===== config.mk =====
export PLATFORM = sky130hd
export DESIGN_NAME = uart_tx_fifo
export DESIGN_NICKNAME = d
export VERILOG_FILES = /design/src/rtl/uart_tx_fifo.sv
export SDC_FILE = /design/constraint.sdc
export NUM_CORES = 1
export LEC_CHECK = 0
export BUFFER_PORTS_ARGS = -buffer_cell sky130_fd_sc_hd__buf_4
export CORE_MARGIN = 4
export CORE_UTILIZATION = 65
export DETAILED_ROUTE_END_ITERATION = 10
export PLACE_DENSITY = 0.84
export SYNTH_ARGS = -nofsm -noshare
export SYNTH_HDL_FRONTEND = slang
export SYNTH_SLANG_ARGS = --single-unit

===== constraint.sdc =====
create_clock -name clk -period 4.19 [get_ports clk]
set_input_delay 0.2095 -clock clk [delete_from_list [all_inputs] [get_ports clk]]
set_output_delay 0.2095 -clock clk [all_outputs]
set_load 0.05 [all_outputs]

===== src/rtl/uart_tx_fifo.sv =====
// uart_tx_fifo
//   Byte FIFO plus issue sequencer feeding a UART transmitter. Bytes are
//   accepted at full clock rate and handed to the transmitter one at a time
//   through the sdata / tx_start / tx_busy handshake.
//
// Parameters
//   DEPTH        FIFO entries (power of two, >= 2)
//   ADDR_W       pointer width, $clog2(DEPTH)
// Ports
//   clk          system clock
//   reset        asynchronous active-high reset
//   wr_en        write strobe; wr_data pushed when wr_en && !full
//   wr_data      byte to enqueue
//   full         count == DEPTH
//   empty        count == 0
//   count        occupancy, 0..DEPTH
//   overflow     sticky, set on wr_en && full; cleared by reset/clr_overflow
//   clr_overflow clears overflow (a same-cycle overflow event wins)
//   idle         FIFO empty and sequencer idle
//   sdata        byte to transmitter, stable from tx_start to next tx_start
//   tx_start     one-cycle start pulse to transmitter
//   tx_busy      transmitter busy, rises one cycle after it samples tx_start
module uart_tx_fifo #(
  parameter int DEPTH  = 16,
  parameter int ADDR_W = $clog2(DEPTH)
) (
  input  logic              clk,
  input  logic              reset,
  input  logic              wr_en,
  input  logic [7:0]        wr_data,
  output logic              full,
  output logic              empty,
  output logic [ADDR_W:0]   count,
  output logic              overflow,
  input  logic              clr_overflow,
  output logic              idle,
  output logic [7:0]        sdata,
  output logic              tx_start,
  input  logic              tx_busy
);

  typedef enum logic [1:0] {
    S_IDLE,
    S_START,
    S_ARM,
    S_DRAIN
  } state_t;

  logic [7:0]        mem_q [DEPTH];
  logic [ADDR_W-1:0] wr_ptr_q, wr_ptr_d;
  logic [ADDR_W-1:0] rd_ptr_q, rd_ptr_d;
  logic [ADDR_W:0]   count_q,  count_d;
  logic              overflow_q, overflow_d;
  state_t            state_q,  state_d;
  logic [7:0]        sdata_q,  sdata_d;
  logic              tx_start_q, tx_start_d;

  logic              push;
  logic              pop;
  logic              full_w;
  logic              empty_w;

  // Status derives only from registered count, so wr_en has no
  // combinational path to full/empty/idle.
  assign full_w  = (count_q == (ADDR_W+1)'(DEPTH));
  assign empty_w = (count_q == '0);

  // Full is judged on the current count: a same-cycle pop never makes room.
  assign push = wr_en && !full_w;

  // Sequencer: the only pop point is the IDLE->START transition.
  always_comb begin
    state_d    = state_q;
    sdata_d    = sdata_q;
    tx_start_d = 1'b0;
    pop        = 1'b0;
    case (state_q)
      S_IDLE: begin
        if (!empty_w) begin
          pop        = 1'b1;
          sdata_d    = mem_q[rd_ptr_q];
          tx_start_d = 1'b1;
          state_d    = S_START;
        end
      end
      S_START: begin
        state_d = S_ARM;
      end
      // Covers the transmitter's one-cycle tx_busy latency; busy is not
      // looked at until DRAIN.
      S_ARM: begin
        state_d = S_DRAIN;
      end
      S_DRAIN: begin
        if (!tx_busy) begin
          state_d = S_IDLE;
        end
      end
      default: begin
        state_d = S_IDLE;
      end
    endcase
  end

  always_comb begin
    wr_ptr_d = wr_ptr_q;
    rd_ptr_d = rd_ptr_q;
    count_d  = count_q;
    if (push) begin
      wr_ptr_d = wr_ptr_q + ADDR_W'(1);
    end
    if (pop) begin
      rd_ptr_d = rd_ptr_q + ADDR_W'(1);
    end
    case ({push, pop})
      2'b10:   count_d = count_q + (ADDR_W+1)'(1);
      2'b01:   count_d = count_q - (ADDR_W+1)'(1);
      default: count_d = count_q;
    endcase
  end

  // Set has priority over clear.
  always_comb begin
    overflow_d = overflow_q;
    if (wr_en && full_w) begin
      overflow_d = 1'b1;
    end else if (clr_overflow) begin
      overflow_d = 1'b0;
    end
  end

  always_ff @(posedge clk or posedge reset) begin
    if (reset) begin
      wr_ptr_q   <= '0;
      rd_ptr_q   <= '0;
      count_q    <= '0;
      overflow_q <= 1'b0;
      state_q    <= S_IDLE;
      sdata_q    <= '0;
      tx_start_q <= 1'b0;
    end else begin
      wr_ptr_q   <= wr_ptr_d;
      rd_ptr_q   <= rd_ptr_d;
      count_q    <= count_d;
      overflow_q <= overflow_d;
      state_q    <= state_d;
      sdata_q    <= sdata_d;
      tx_start_q <= tx_start_d;
    end
  end

  // Storage has no reset; contents are meaningless until written.
  always_ff @(posedge clk) begin
    if (push) begin
      mem_q[wr_ptr_q] <= wr_data;
    end
  end

  assign full     = full_w;
  assign empty    = empty_w;
  assign count    = count_q;
  assign overflow = overflow_q;
  assign idle     = empty_w && (state_q == S_IDLE);
  assign sdata    = sdata_q;
  assign tx_start = tx_start_q;

endmodule


==> results.txt <==
Top cell type's share of synthesized area -> 61.9%
Crit path DAT -> 3580 ps
Net Count, Synth -> 361
CTS tree -> done
Area growth syn-to-layout -> 15.8%
Max FO, Critical Path -> 11
Leak pwr -> 2.59 nW
Synth Register Bits -> 153
CTS Sinks -> 153
Total of max-cap violations -> 0
Vias per cell -> 6.14
R2r startpoint -> count[1]$_DFFE_PP0P_
Max-slew headroom -> 25.8%
DRC viols -> 0
Syn Inst Count -> 335
Mean post-synth cell area -> 18.5 sq um
Antenna Cells -> 0
Maximum root-to-sink buffer count -> 2
Fin crit period -> 3170 ps
GPL Wtd Cong -> 0.822
Setup TNS -> 0 ps
Global-route wire length before repair -> 19500 microns
Outcome -> completed
Number of distinct library cells after synthesis -> 39
Nets -> 408
DRT Pass-1 Iters -> 4
Crit end category -> flop
YS warnings -> 0
Critical R2R Capture -> count[4]$_DFFE_PP0P_
Critical path required time -> 4600 ps
Slew Viols, Final -> 0
DRT Wirelength -> 12300 microns
Fmax -> 0.315 GHz
Max VDD drop -> 0.492 mV
R2R cell count -> 10
Number of global-route vias before repair -> 3396
Die ar. -> 0.0112 sq mm
Most common cell on crit path -> ha_1
Post-Syn Area -> 0.00621 sq mm
Maximum number of pins on one net before global-route repair -> 34
Worst hold start -> tx_busy
Starting DRT DRC Count -> 270
Final period utilization -> 75.7%
Final Cell Area -> 0.00720 sq mm
Clock Latency Late Sink -> 520 ps
Starting density of the core -> 66.9%
FP Rows -> 35
Initial antenna violation count -> 0
Ports -> 31
Hold slack -> 22.5 ps
HP Class -> in2reg
Final hold vios -> 0
Commonest non-fill, non-tap cell in the layout -> edfxtp_1
DR WL/cell -> 23.4 microns
Seq/Total Area, Yosys -> 71.9%
Commonest non-fill, non-tap cells in the layout -> 128 x edfxtp_1, 35 x buf_4, 32 x mux4_2, 23 x dfrtp_1, 22 x nand2_1
Non-filler cells in the finished layout -> 524
DP Cell Count -> 481
Startpoint Class -> flop
CORE AREA -> 0.00928 sq mm
Main area contributors after synthesis -> edfxtp_1 62%, mux4_2 12%, dfrtp_1 10%
H-tree levels -> 4
Grt ovf -> 0
Ratio of cells with drive above 1 in the final layout -> 27.1%
Clock skew -> 8.64 ps
Setup CP Type -> reg2reg
Clock buffers created by TritonCTS -> 17
Antenna-violating nets left -> 0
GR Util All Layers -> 24.2%
Final setup viols -> 0
CP bufs+invs -> 1
Slowest CP cell -> or4_4
Pwr Total -> 5.18 mW
Crit-path cells -> or4_4 -> o21ai_2 -> inv_2 -> ha_1 -> xor2_1 -> ha_1 -> o211a_1 -> o31ai_1 -> a31oi_1 -> xnor2_1
Placed Area -> 0.00654 sq mm
Via count of the routed design -> 3216
Die Span X -> 106 microns
Die H -> 106 microns
Dpl hpwl -> 7330 microns
Max incr delay on CP -> 590 ps
Sink of the worst hold path -> state_q[0]$_DFFE_PP0P_
CTS clock-pin slew for the worst setup and hold paths -> 60 ps
CP delay by family, top -> compound AO/OA/AOI/OAI gates
Cell taking the most area after synthesis -> edfxtp_1
Pwr Density -> 720 mW/mm^2
RSZ-0062 raised after global routing -> no
WHS Path Cells -> 3
Clk root buf -> clkbuf_8
Worst Setup SP -> count[1]$_DFFE_PP0P_
Post-CTS Repair Setup Buffers -> 0
Worst-Margin Slew -> 1110 ps
R2r setup slk -> 1020 ps
# port buffers -> 30
==> Yosys cell counts, drive strengths merged <==
cell type,n
a21boi,1
a21o,2
a21oi,3
a22o,1
a311oi,1
a31oi,1
and3b,1
buf,14
clkbuf,4
dfrtp,25
edfxtp,128
ha,13
inv,11
mux2,2
mux2i,17
mux4,32
nand2,22
nand2b,4
nand4,2
nor2,17
nor2b,1
nor3,5
nor3b,1
nor4,1
o211a,1
o21ai,5
o221ai,8
o31ai,1
or4,1
xnor2,7
xor2,3
==> metal layers <==
layer | vias up | GRT usage [%] | part of all wire, %
met5 | - | 0 | 0
met4 | 0 | 8.60 | 2.8
met3 | 31 | 6.67 | 7.4
met2 | 154 | 40.8 | 53
met1 | 1623 | 30.5 | 37
li1 | 1408 | - | -
==> report_power, final <==
group	switching, mW	internal, mW
clock	0.653	0.755
sequential	0.327	1.90
combinational	0.857	0.690
==> state kept, by name, summed over array words and instances (netlist names) <==
register  flops
state_q       2
count         5
wr_ptr_q      4
sdata         8
tx_start      1
overflow      1
rd_ptr_q      4
mem_q       128
==> metrics by stage <==
step / util [%] / setup WS (ps)
after floorplan: - / 1210
after global placement: 70.4 / 1150
after detailed placement: 70.4 / 1030
after CTS: 77.5 / 1000
after global routing: 77.5 / 765
final: 77.5 / 1020
==> final cells by class <==
class,count,area [sq um]
well taps,129,161
inverters,11,41.3
multi-input cells,153,1600
fillers,484,2090
repair buffers,46,373
clock inverters,15,133
clock buffers,17,414
flip-flops and latches,153,4470
==> worst min-delay path: cells and delay by family <==
family	cells	cell delay (ps)
buf+inv	1	70
mux	1	70
compound gates	1	140
==> cells by family (layout without fill, tap and decap cells) <==
logic type	after synthesis	in the layout	synth area share, %
adder cells (fa/ha/maj)	13	13	2.62
XOR/XNOR	10	10	1.41
buffers and inverters	29	89	2.28
multiplexers	51	51	14.7
AO/OA/AOI/OAI	24	24	2.92
flip-flops	153	153	71.9
AND/OR/NAND/NOR	55	55	4.13
==> worst max-delay path by stage <==
stage,cells after the start,slack [ps],end
2_1_floorplan,12,1210,count[4]$_DFFE_PP0P_
5_1_grt,10,760,count[4]$_DFFE_PP0P_
4_1_cts,10,1000,count[4]$_DFFE_PP0P_
3_3_place_gp,10,1150,count[4]$_DFFE_PP0P_
6_report,10,1020,count[4]$_DFFE_PP0P_
3_5_place_dp,10,1030,count[4]$_DFFE_PP0P_
==> what timing repair did <==
action	in CTS	in global routing
endpoints found under the hold margin	154	0
hold buffers	11	0
gates resized for setup	0	0
endpoints found under the setup margin	0	0
Note: power is estimated with default switching activity, not from simulation.
